==> src/rtl/rv32_mc_control.sv <==
// ----------------------------------------------------------------------------
// rv32_mc_control
//
// Multi-cycle RV32I control unit. An FSM steps each instruction through
// FETCH, DECODE, EXEC, MEM and WB, and drives the datapath control fields,
// the register enables and the memory request strobes. Both memory ports
// use a variable-latency request/ack handshake with a bus timeout. Illegal
// instructions and timeouts enter a sticky TRAP state that only rst leaves.
//
// Optional feature: define RV32M_EN to add the M-extension. This adds an MDU
// state and the ports o_mdu_start, o_mdu_op and i_mdu_done. When RV32M_EN is
// not defined, funct7=0x01 on OP is illegal.
//
// Parameters
//   TIMEOUT  max cycles a memory request may wait for ack (0 = no timeout)
//   ALU_W    width of o_alu_sel
//
// Ports
//   i_clk, i_rst              clock, synchronous active-high reset
//   i_instr                   instruction register contents
//   i_breq, i_brlt            branch comparator results (EXEC)
//   i_imem_ack, i_dmem_ack    memory completes the request this cycle
//   o_imem_req, o_dmem_req    fetch / data memory request
//   o_mem_rw, o_mem_funct3    1 = store; access size/sign during MEM
//   o_ir_wen, o_pc_wen,
//   o_reg_wen                 register enables
//   o_pc_sel                  0 = PC+4, 1 = ALU result
//   o_imm_sel                 0 I, 1 S, 2 B, 3 J, 4 U
//   o_br_un, o_a_sel, o_b_sel unsigned compare, A = PC, B = immediate
//   o_alu_sel                 ALU operation
//   o_wb_sel                  0 mem, 1 ALU, 2 PC+4, 3 MDU
//   o_trap, o_trap_cause      sticky fault flag; 1 illegal, 2 imem, 3 dmem
//   o_mdu_start, o_mdu_op,
//   i_mdu_done                MDU handshake (RV32M_EN only)
// ----------------------------------------------------------------------------
module rv32_mc_control #(
   parameter int unsigned TIMEOUT = 16,
   parameter int unsigned ALU_W   = 4
) (
   input  logic             i_clk,
   input  logic             i_rst,
   input  logic [31:0]      i_instr,
   input  logic             i_breq,
   input  logic             i_brlt,
   input  logic             i_imem_ack,
   input  logic             i_dmem_ack,
`ifdef RV32M_EN
   input  logic             i_mdu_done,
   output logic             o_mdu_start,
   output logic [2:0]       o_mdu_op,
`endif
   output logic             o_imem_req,
   output logic             o_dmem_req,
   output logic             o_mem_rw,
   output logic [2:0]       o_mem_funct3,
   output logic             o_ir_wen,
   output logic             o_pc_wen,
   output logic             o_reg_wen,
   output logic             o_pc_sel,
   output logic [2:0]       o_imm_sel,
   output logic             o_br_un,
   output logic             o_a_sel,
   output logic             o_b_sel,
   output logic [ALU_W-1:0] o_alu_sel,
   output logic [1:0]       o_wb_sel,
   output logic             o_trap,
   output logic [1:0]       o_trap_cause
);

   // FSM states
   localparam logic [2:0] S_FETCH  = 3'd0;
   localparam logic [2:0] S_DECODE = 3'd1;
   localparam logic [2:0] S_EXEC   = 3'd2;
   localparam logic [2:0] S_MEM    = 3'd3;
   localparam logic [2:0] S_WB     = 3'd4;
   localparam logic [2:0] S_TRAP   = 3'd5;
`ifdef RV32M_EN
   localparam logic [2:0] S_MDU    = 3'd6;
`endif

   // Opcodes
   localparam logic [6:0] OPC_LUI    = 7'b0110111;
   localparam logic [6:0] OPC_AUIPC  = 7'b0010111;
   localparam logic [6:0] OPC_JAL    = 7'b1101111;
   localparam logic [6:0] OPC_JALR   = 7'b1100111;
   localparam logic [6:0] OPC_BRANCH = 7'b1100011;
   localparam logic [6:0] OPC_LOAD   = 7'b0000011;
   localparam logic [6:0] OPC_STORE  = 7'b0100011;
   localparam logic [6:0] OPC_OPIMM  = 7'b0010011;
   localparam logic [6:0] OPC_OP     = 7'b0110011;

   // ALU operations
   localparam logic [ALU_W-1:0] ALU_ADD    = ALU_W'(0);
   localparam logic [ALU_W-1:0] ALU_SUB    = ALU_W'(1);
   localparam logic [ALU_W-1:0] ALU_SLL    = ALU_W'(2);
   localparam logic [ALU_W-1:0] ALU_SLT    = ALU_W'(3);
   localparam logic [ALU_W-1:0] ALU_SLTU   = ALU_W'(4);
   localparam logic [ALU_W-1:0] ALU_XOR    = ALU_W'(5);
   localparam logic [ALU_W-1:0] ALU_SRL    = ALU_W'(6);
   localparam logic [ALU_W-1:0] ALU_SRA    = ALU_W'(7);
   localparam logic [ALU_W-1:0] ALU_OR     = ALU_W'(8);
   localparam logic [ALU_W-1:0] ALU_AND    = ALU_W'(9);
   localparam logic [ALU_W-1:0] ALU_PASS_B = ALU_W'(11);

   // Trap causes
   localparam logic [1:0] CAUSE_ILLEGAL = 2'd1;
   localparam logic [1:0] CAUSE_IMEM    = 2'd2;
   localparam logic [1:0] CAUSE_DMEM    = 2'd3;

   // Counter only has to hold 0..TIMEOUT-1; reaching TIMEOUT means trap.
   localparam int unsigned CNT_W = (TIMEOUT < 2) ? 1 : $clog2(TIMEOUT);

   logic [2:0]       r_state;
   logic [2:0]       w_state_d;
   logic [CNT_W-1:0] r_cnt;
   logic             r_trap;
   logic [1:0]       r_trap_cause;
   logic [1:0]       w_cause_d;

   logic [6:0]       w_opcode;
   logic [2:0]       w_funct3;
   logic [6:0]       w_funct7;
   logic             w_is_lui, w_is_auipc, w_is_jal, w_is_jalr, w_is_branch;
   logic             w_is_load, w_is_store, w_is_opimm, w_is_op, w_is_mdu;
   logic             w_f7_std;
   logic             w_legal;
   logic             w_taken;
   logic [ALU_W-1:0] w_alu_f3;
   logic             w_wait;
   logic             w_tmo;
   logic             w_unused_instr;

   assign w_opcode = i_instr[6:0];
   assign w_funct3 = i_instr[14:12];
   assign w_funct7 = i_instr[31:25];

   // Register indices are consumed by the datapath, not here.
   assign w_unused_instr = ^{i_instr[24:15], i_instr[11:7]};

   assign w_is_lui    = (w_opcode == OPC_LUI);
   assign w_is_auipc  = (w_opcode == OPC_AUIPC);
   assign w_is_jal    = (w_opcode == OPC_JAL);
   assign w_is_jalr   = (w_opcode == OPC_JALR);
   assign w_is_branch = (w_opcode == OPC_BRANCH);
   assign w_is_load   = (w_opcode == OPC_LOAD);
   assign w_is_store  = (w_opcode == OPC_STORE);
   assign w_is_opimm  = (w_opcode == OPC_OPIMM);
   assign w_is_op     = (w_opcode == OPC_OP);
   assign w_f7_std    = (w_funct7 == 7'h00) || (w_funct7 == 7'h20);
`ifdef RV32M_EN
   assign w_is_mdu    = w_is_op && (w_funct7 == 7'h01);
`else
   assign w_is_mdu    = 1'b0;
`endif

   // Instruction legality, evaluated in DECODE
   always_comb begin
      w_legal = 1'b0;
      case (w_opcode)
         OPC_LUI, OPC_AUIPC, OPC_JAL: w_legal = 1'b1;
         OPC_JALR:   w_legal = (w_funct3 == 3'b000);
         OPC_BRANCH: w_legal = (w_funct3[2:1] != 2'b01);
         OPC_LOAD:   w_legal = (w_funct3 != 3'b011) && (w_funct3 != 3'b110) &&
                               (w_funct3 != 3'b111);
         OPC_STORE:  w_legal = !w_funct3[2] && (w_funct3 != 3'b011);
         // Only the shift-immediates carry a funct7 field.
         OPC_OPIMM:  w_legal = (w_funct3[1:0] == 2'b01) ? w_f7_std : 1'b1;
         OPC_OP:     w_legal = w_f7_std || w_is_mdu;
         default:    w_legal = 1'b0;
      endcase
   end

   // funct3 -> ALU op; instr[30] picks SUB (register form only) and SRA.
   always_comb begin
      w_alu_f3 = ALU_ADD;
      case (w_funct3)
         3'b000:  w_alu_f3 = (w_is_op && i_instr[30]) ? ALU_SUB : ALU_ADD;
         3'b001:  w_alu_f3 = ALU_SLL;
         3'b010:  w_alu_f3 = ALU_SLT;
         3'b011:  w_alu_f3 = ALU_SLTU;
         3'b100:  w_alu_f3 = ALU_XOR;
         3'b101:  w_alu_f3 = i_instr[30] ? ALU_SRA : ALU_SRL;
         3'b110:  w_alu_f3 = ALU_OR;
         default: w_alu_f3 = ALU_AND;
      endcase
   end

   // funct3[2] selects lt vs eq, funct3[0] inverts (BNE, BGE, BGEU).
   assign w_taken = w_funct3[2] ? (i_brlt ^ w_funct3[0]) : (i_breq ^ w_funct3[0]);

   assign w_wait = ((r_state == S_FETCH) && !i_imem_ack) ||
                   ((r_state == S_MEM)   && !i_dmem_ack);
   assign w_tmo  = (TIMEOUT != 0) && w_wait && (r_cnt == CNT_W'(TIMEOUT - 1));

   // Next state
   always_comb begin
      w_state_d = r_state;
      w_cause_d = 2'd0;
      case (r_state)
         S_FETCH: begin
            if (i_imem_ack) begin
               w_state_d = S_DECODE;
            end else if (w_tmo) begin
               w_state_d = S_TRAP;
               w_cause_d = CAUSE_IMEM;
            end
         end
         S_DECODE: begin
            if (w_legal) begin
               w_state_d = S_EXEC;
            end else begin
               w_state_d = S_TRAP;
               w_cause_d = CAUSE_ILLEGAL;
            end
         end
         S_EXEC: begin
            if (w_is_branch) begin
               w_state_d = S_FETCH;
            end else if (w_is_load || w_is_store) begin
               w_state_d = S_MEM;
`ifdef RV32M_EN
            end else if (w_is_mdu) begin
               w_state_d = S_MDU;
`endif
            end else begin
               w_state_d = S_WB;
            end
         end
         S_MEM: begin
            if (i_dmem_ack) begin
               w_state_d = w_is_load ? S_WB : S_FETCH;
            end else if (w_tmo) begin
               w_state_d = S_TRAP;
               w_cause_d = CAUSE_DMEM;
            end
         end
         S_WB:   w_state_d = S_FETCH;
         S_TRAP: w_state_d = S_TRAP;
`ifdef RV32M_EN
         S_MDU:  w_state_d = i_mdu_done ? S_WB : S_MDU;
`endif
         default: w_state_d = S_FETCH;
      endcase
   end

   always_ff @(posedge i_clk) begin
      if (i_rst) begin
         r_state      <= S_FETCH;
         r_cnt        <= '0;
         r_trap       <= 1'b0;
         r_trap_cause <= 2'd0;
      end else begin
         r_state <= w_state_d;
         // Leaving a state clears the count, so every FETCH/MEM starts at 0.
         if (w_state_d != r_state) begin
            r_cnt <= '0;
         end else if (w_wait && (TIMEOUT != 0)) begin
            r_cnt <= r_cnt + CNT_W'(1);
         end
         if ((w_state_d == S_TRAP) && (r_state != S_TRAP)) begin
            r_trap       <= 1'b1;
            r_trap_cause <= w_cause_d;
         end
      end
   end

`ifdef RV32M_EN
   // High from the second MDU cycle on, so o_mdu_start pulses only on entry.
   logic r_mdu_busy;
   always_ff @(posedge i_clk) begin
      if (i_rst) begin
         r_mdu_busy <= 1'b0;
      end else begin
         r_mdu_busy <= (r_state == S_MDU);
      end
   end
`endif

   // Outputs; everything is forced low while rst is high so an aborted
   // instruction writes nothing in the reset cycle.
   always_comb begin
      o_imem_req   = 1'b0;
      o_dmem_req   = 1'b0;
      o_mem_rw     = 1'b0;
      o_mem_funct3 = 3'b000;
      o_ir_wen     = 1'b0;
      o_pc_wen     = 1'b0;
      o_reg_wen    = 1'b0;
      o_pc_sel     = 1'b0;
      o_imm_sel    = 3'd0;
      o_br_un      = 1'b0;
      o_a_sel      = 1'b0;
      o_b_sel      = 1'b0;
      o_alu_sel    = ALU_ADD;
      o_wb_sel     = 2'd0;
      o_trap       = 1'b0;
      o_trap_cause = 2'd0;
`ifdef RV32M_EN
      o_mdu_start  = 1'b0;
      o_mdu_op     = 3'b000;
`endif
      if (!i_rst) begin
         o_trap       = r_trap;
         o_trap_cause = r_trap_cause;

         // ALU fields stay valid through MEM (address) and WB (JAL target).
         if ((r_state == S_EXEC) || (r_state == S_MEM) || (r_state == S_WB)) begin
            if (w_is_lui) begin
               o_imm_sel = 3'd4;
               o_b_sel   = 1'b1;
               o_alu_sel = ALU_PASS_B;
            end else if (w_is_auipc) begin
               o_imm_sel = 3'd4;
               o_a_sel   = 1'b1;
               o_b_sel   = 1'b1;
            end else if (w_is_jal) begin
               o_imm_sel = 3'd3;
               o_a_sel   = 1'b1;
               o_b_sel   = 1'b1;
            end else if (w_is_branch) begin
               o_imm_sel = 3'd2;
               o_a_sel   = 1'b1;
               o_b_sel   = 1'b1;
               o_br_un   = w_funct3[1];
            end else if (w_is_store) begin
               o_imm_sel = 3'd1;
               o_b_sel   = 1'b1;
            end else if (w_is_jalr || w_is_load) begin
               o_b_sel   = 1'b1;
            end else if (w_is_opimm) begin
               o_b_sel   = 1'b1;
               o_alu_sel = w_alu_f3;
            end else if (w_is_op) begin
               o_alu_sel = w_alu_f3;
            end
         end

         case (r_state)
            S_FETCH: begin
               o_imem_req = 1'b1;
               o_ir_wen   = i_imem_ack;
            end
            S_EXEC: begin
               if (w_is_branch) begin
                  o_pc_wen = 1'b1;
                  o_pc_sel = w_taken;
               end
            end
            S_MEM: begin
               o_dmem_req   = 1'b1;
               o_mem_rw     = w_is_store;
               o_mem_funct3 = w_funct3;
               o_pc_wen     = i_dmem_ack && w_is_store;
            end
            S_WB: begin
               o_reg_wen = 1'b1;
               o_pc_wen  = 1'b1;
               if (w_is_jal || w_is_jalr) begin
                  o_pc_sel = 1'b1;
                  o_wb_sel = 2'd2;
               end else if (w_is_load) begin
                  o_wb_sel = 2'd0;
               end else if (w_is_mdu) begin
                  o_wb_sel = 2'd3;
               end else begin
                  o_wb_sel = 2'd1;
               end
            end
`ifdef RV32M_EN
            S_MDU: begin
               o_mdu_start = !r_mdu_busy;
               o_mdu_op    = w_funct3;
            end
`endif
            default: ;
         endcase
      end
   end

endmodule

==> config.mk <==
export PLATFORM = sky130hd
export DESIGN_NAME = rv32_mc_control
export DESIGN_NICKNAME = d
export VERILOG_FILES = /design/src/rtl/rv32_mc_control.sv
export SDC_FILE = /design/constraint.sdc
export NUM_CORES = 1
export LEC_CHECK = 0
export CAP_MARGIN = 20
export CORE_ASPECT_RATIO = 0.7
export CORE_UTILIZATION = 35
export DETAILED_ROUTE_END_ITERATION = 8
export PLACE_DENSITY = 0.74
export SYNTH_ARGS = -nofsm -noshare
export SYNTH_HDL_FRONTEND = slang
export SYNTH_SLANG_ARGS = --single-unit
==> constraint.sdc <==
create_clock -name i_clk -period 2.6 [get_ports i_clk]
set_input_delay 0.26 -clock i_clk [delete_from_list [all_inputs] [get_ports i_clk]]
set_output_delay 0.26 -clock i_clk [all_outputs]
set_load 0.01 [all_outputs]
# Yosys cells after proc, flatten, opt, wreduce, memory -nomap -nowiden
# Cells that the tools add are included.
# classes
addsub	1
multipliers	0
div_mod_pow	0
magnitude_cmp	0
n_eq_ne	30
shifts	0
mux	82
bitwise_logic	2
reduce_logical	24
# ops
operator	n
two-way mux 1 bit	43
two-way mux 4 bit	10
two-way mux 3 bit	13
equality test 7 x 6 -> 1 bit (second input constant)	4
one-hot mux 4 bit (7 select lines)	1
equality test 7 bit (second input constant)	3
two-way mux 2 bit	10
equality test 3 bit (second input constant)	6
one-hot mux 3 bit (5 select lines)	1
equality test 7 x 5 -> 1 bit (second input constant)	2
equality test 3 x 2 -> 1 bit (second input constant)	4
logical AND 1 bit	9
inequality test 3 bit (second input constant)	3
equality test 7 x 2 -> 1 bit (second input constant)	1
zero test 7 bit	1
logical OR 1 bit	7
one-hot mux 1 bit (7 select lines)	1
equality test 3 x 1 -> 1 bit (second input constant)	2
zero test 3 bit	2
one-hot mux 2 bit (3 select lines)	1
adder 4 x 1 -> 4 bit (second input constant)	1
equality test 4 bit (second input constant)	1
zero test 1 bit	3
inequality test 3 x 2 -> 1 bit (second input constant)	1
other kinds (8)	9
# word_totals
reg_bits	10
latchBits	0
ram_bits	0
romBits	0
inputBits	38
out_inout_bits	25
word_cells	143
n_memories	0

# Depth between registers and ports, before layout
# depth
ltp_word	14
mapped_depth	8
mapped_depth_nobuf	7

# Worst setup path after synthesis
# OpenSTA, ideal clock, no wires.
# synth_timing
kind	input port to flip-flop
from	in i_instr[26]
to	reg r_state[1]
setup_time_ps	103
arrival_time_ps	1917
required_time_ps	2497
setup_slack_ps	579
cell_stages	6
n_path_buf	0
cell_sequence	or4_1 > o221a_1 > or4_4 > a21oi_2 > a21oi_1 > a2111oi_2
# synth_via
elab_chain_len	6
# synth_lines
element	line	source
start: declaration	42	input logic [31:0] i_instr,
equality test 7 x 6 -> 1 bit / zero test 7 bit (equally long branches)	149	assign w_f7_std = (w_funct7 == 7'h00) || (w_funct7 == 7'h20);
logical OR 1 bit *	149	
two-way mux 1 bit	167	OPC_OPIMM: w_legal = (w_funct3[1:0] == 2'b01) ? w_f7_std : 1'b1;
one-hot mux 1 bit (7 select lines) *	159	case (w_opcode)
two-way mux 3 bit *	209	if (w_legal) begin
one-hot mux 3 bit (5 select lines) *	199	case (r_state)
end signal: assignment	253	r_state <= w_state_d;
end: declaration	113	logic [2:0] r_state;
# Mark *: on every way between the ends. The rest lies on a longest branch, timed or not.
# A chain may end at the register's enable or synchronous reset.

# Worst setup path after layout
# layout_timing
from	in i_instr[6]
to	out o_pc_wen
# layout_via
elab_chain_len	4
# layout_lines
element	line	source
equality test 7 bit / equality test 7 x 6 -> 1 bit (equally long branches)	144, 146	
two-way mux 1 bit / logical AND 1 bit (equally long branches)	344, 353	
one-hot mux 1 bit (3 select lines) *	338	case (r_state)
two-way mux 1 bit *	302	if (!i_rst) begin
end: declaration	57	output logic o_pc_wen,
# Marks and branches as above.

==> impl_metrics.ini <==
[worst_hold_path]
hp-class = flip-flop to flip-flop
hold_start = r_trap
hold_depth = 2
min_to = r_trap

[routing]
viasPerCell = 5.85
drcViolationCount = 0
dr.first_iter.drc_count = 109
wire_per_inst_um = 15.1
ant_nets = 0
vias = 1521
routed_wl_um = 3920
drt_pre_antenna_iters = 4

[floorplanning]
die_x_um = 70.2
rows = 16
die_area_sq_um = 3490
die_height_um = 49.7
io_pins = 63
fp.coreArea_sq_um = 2940
initial_utilization = 0.387

[sta]
period_minus_slack_ns = 2.53
setup-violations-final = 0
slew_headroom = 0.652
tightest_slew_ns = 0.516
clock.fmax_ghz = 0.395
hold_viol = 0
setup_slack_ns = 0.0686
slew_viol_final = 0
fin_hold_ws_ns = 0.442
fin_crit_sh = 0.974
fin_skew_ns = 0.00454

[clock_network]
htreeDepth = 1
clk_path_buf_depth = 2
cts_tree = yes
cts_root_buf = clkbuf_8
clk_latency_ns = 0.25
cts_sinks = 10
post_cts_buffers = 0
path_clk_slew_ns = 0.05
cts_made_buffers = 3
cts_resized = 0
holdBufCountCts = 0

[synthesis]
synth_edf_count = 0
ys_ff_latch = 10
async_reset_ff_frac = 0
synth_warnings = 0
syn_area_sq_um = 1140
ys_types = 48
synth_flop_cell = dfxtp_1
ys_top_cells_by_area = dfxtp_1 (18%), a21oi_1 (7.9%), nor3_1 (5.3%)
synthDominantCellAreaShare = 0.176
syn_inst = 170
yosys.area.top_type = dfxtp_1
seq_area_frac_synth = 0.176
avgSynthCellArea_sq_um = 6.70
synth_nets = 209

[finish]
layout.nets = 264
diodes = 0
layout_common_cells = clkdlybuf4s50_1 (47), a21oi_1 (18), buf_4 (14)
final_util = 0.611
drive_gt1_frac = 0.143
final_common_cell = clkdlybuf4s50_1
layout-area-overhead-vs-synth_pct = 57.6

[pwr]
ir_worst_vdd_mv = 0.309
p_leak_uw = 0.000666
p_per_area_nw_per_um2 = 391

[grt]
grt_pass1_vias = 1384
grtUsageTotal = 0.231
grt_pass1_wl_um = 6380
grt_max_degree = 17
grt_antenna_before_repair = 0
overflow = 0

[outcome]
outcome = completed

[worst_setup_path]
timing.rr.start = r_state[1]
critical_path_arrival_ns = 2.27
rrSetupSlack_ns = 0.42
required_ns = 2.34
crit_type = primary input to primary output
r2r_end = r_cnt[0]
end_kind = primary output
crit_fanout = 8
start_kind = primary input
r2r_cells = 6

[placed_design]
hpwl_um = 3120
port_buffers = 47
post-place-ws_ns = 0.0893
gp_congestion = 0.957

[run]
maxCapViolations = 0
-- registers in the layout, summed over array words and instances (netlist names) --
register      count
r_cnt             4
r_state           3
r_trap_cause      2
r_trap            1
-- kinds of logic (layout without fill, tap and decap cells) --
kind of cell | after synthesis | in the layout | share of synthesized area
adders and majority gates | 1 | 1 | 0.0110
AOI/OAI and AO/OA | 46 | 46 | 0.260
muxes | 3 | 3 | 0.0263
xor gates and xnor gates | 4 | 4 | 0.0307
buffers and inverters | 18 | 72 | 0.0604
and+or+nand+nor | 88 | 88 | 0.436
DFF | 10 | 10 | 0.176
-- report_power, final --
part	total [uW]	internal [uW]	switching (uW)
registers	201	174	27.6
clock network	205	134	70.6
logic	297	143	154
-- layout make-up --
type	instances	area, sq um
Tap cell	36	45.0
Inverter	7	26.3
Timing Repair Buffer	61	576
Sequential cell	10	201
Fill cell	266	1150
Multi-Input combinational cell	142	893
Clock buffer	4	55.1
-- synthesized netlist by cell type, types with 5 or more instances --
cell type and count:
nor3_1 12, dfxtp_1 10, inv_1 7, o21ai_0 8
nand3_1 7, a21oi_1 18, clkbuf_1 10, and3_1 5
nor2_1 15, nand2_1 13, nor2b_1 9
-- critical path, cell delays in order --
cell,delay [ns]
clkdlybuf4s50_1,0.61
nand2_1,0.22
nor2_1,0.24
a21oi_1,0.10
o22a_1,0.20
nor2_1,0.09
clkdlybuf4s50_1,0.54
-- stage by stage --
stage | cell area [sq um] | std cells | total power (uW) | TNS, ns
final | 1800 | 260 | 702 | 0
after global routing | 1800 | 260 | 742 | -0.0114
after CTS | 1770 | 260 | 690 | 0
after detailed placement | 1720 | 256 | 486 | 0
after global placement | 1720 | 256 | 478 | 0
after floorplan | 1140 | 170 | 362 | 0
-- worst max path at each step --
stage	slack, ns	endpoint	start
after CTS	0.08	o_imm_sel[1]	r_state[2]
after global routing	-0.01	o_pc_wen	i_instr[6]
final	0.07	o_pc_wen	i_instr[6]
after detailed placement	0.09	r_cnt[0]	i_instr[26]
after global placement	0.14	r_state[1]	i_instr[26]
after floorplan	0.58	r_state[1]	i_instr[26]
-- metal layers --
| metal | wire [um] | GRT usage | vias up |
|---|---|---|---|
| li1 | - | - | 737 |
| met1 | 1740 | 0.306 | 683 |
| met2 | 1730 | 0.378 | 96 |
| met3 | 430 | 0.0654 | 5 |
| met4 | 21 | 0.0433 | 0 |
| met5 | 0 | 0 | - |
Note: power is estimated with default switching activity, not from simulation.
==> edit, RTL diff (config.mk and constraints unchanged) <==
Build with the macro `RV32M_EN` defined.
--- a/src/rtl/rv32_mc_control.sv
+++ b/src/rtl/rv32_mc_control.sv
@@ -33,6 +33,8 @@
 //   o_mdu_start, o_mdu_op,
 //   i_mdu_done                MDU handshake (RV32M_EN only)
 // ----------------------------------------------------------------------------
+`define RV32M_EN
+
 module rv32_mc_control #(
    parameter int unsigned TIMEOUT = 16,
    parameter int unsigned ALU_W   = 4
Ports: changed (added i_mdu_done, o_mdu_op and o_mdu_start); port bits go from 63 to 68. No check against the original RTL was run, so the function may have changed too.
==> edit against the original RTL <==
Final area up 12%; combinational power decreased by 31%; non-clock buffer count rose by 18; sequential power decreased by 5%; sequential cell count rose by 1; count of clock-buffer cells in the layout is the same; setup slack better by 0.072 ns; power shrank 19%; synthesized area rose by 6.9%; fmax increased by 2.9%; wire length shrank 4.9%; critical path type unchanged; highest routed layer unchanged.
==> edit: results <==
set metrics [dict create \
    synth.area.mux_share_pct 2.46 \
    ys_top_cells_by_count "nor2_1 (22), nor3_1 (14), a21oi_1 (13)" \
    mappedNetlistNets 217 \
    reg.largest.list "r_cnt x4, r_state x3, r_trap_cause x2" \
    crit_path_max_incr_delay_ns 0.57 \
    detailroute.via_count 1495 \
    tightest_hold_margin_ns 0.494 \
    adder_cell_area_share_of_the_yosys_netlist_pct 1.03 \
    r2r_slack_ns 0.50 \
    gr_util_all_layers_pct 21.5 \
    swShare_pct 29.6 \
    seq_power_mw 0.190 \
    static-leakage-power_nw 0.822 \
    finish.cell_count_without_fillers 297 \
    post-dp-hpwl_um 2980 \
    synthXorXnorAreaFrac_pct 3.59 \
    number_of_global_route_vias_before_repair 1275 \
    synth.yosys.seq_area_share_pct 18.1 \
    finalClockSkew_ns 0.00577 \
    grt_first_pass_wirelength_um 6150 \
    placement.cell_area_um2 1950 \
    dpl_worst_slack_ns -0.0952 \
    routed_wire_length_per_instance_um 12.5 \
    seqPwrFrac_pct 33.5 \
    pwr.group.clock_mw 0.172 \
    synth.area.top_cells "dfxtp_1 (18%), nor2_1 (6.8%), nor2b_1 (6.2%), nor3_1 (5.7%), a21oi_1 (5.3%)" \
    io_buffer_count 52 \
    crit_arrival_ns 2.20 \
    grt_start_max_net_pins 15 \
    run_status "complete, no violations" \
    synth_compound_gate_area_share_pct 24.9 \
    drt-pass1-iter-count 4 \
    worst-slew-pin-transition_ns 0.519 \
    antenna-diode-count 0 \
    ys_types 43 \
    gp_congestion 0.850 \
    fraction_of_final_layout_cells_sized_beyond_drive_strength_1_pct 17.6 \
    placed_cells 293 \
    postSynthAreaPerCell_um2 6.89 \
    max_freq_mhz 407 \
    ir_drop_v 0.000222 \
]
edit: path summary, 6_finish.rpt:
kind                         from         endpoint  cells after the start
setup / recovery       i_instr[3]         o_mem_rw                      6
setup reg to reg       r_state[0]         r_cnt[0]                      5
hold reg to reg   r_trap_cause[1]  r_trap_cause[1]                      1
hold / removal    r_trap_cause[1]  r_trap_cause[1]                      1
edit: per-layer routing:
| layer | global-route usage [%] | up-vias | routed length [µm] |
|---|---|---|---|
| li1 | - | 779 | - |
| met1 | 32.6 | 641 | 1940 |
| met2 | 29.9 | 71 | 1450 |
| met3 | 5.72 | 4 | 316 |
| met4 | 3.92 | 0 | 19 |
| met5 | 0 | - | 0 |
edit: area by class of cell:
type                    count  area (µm²)
flip-flops and latches     11         220
multi-input cells         149         931
clock buffers               4        45.0
repair buffers             79         732
inverters                   7        26.3
fillers                   303        1220
well taps                  47        58.8
edit: repair_timing:
item	CTS	global route
cloned	0	0
resized for setup	1	7
setup endpoints to repair	1	8
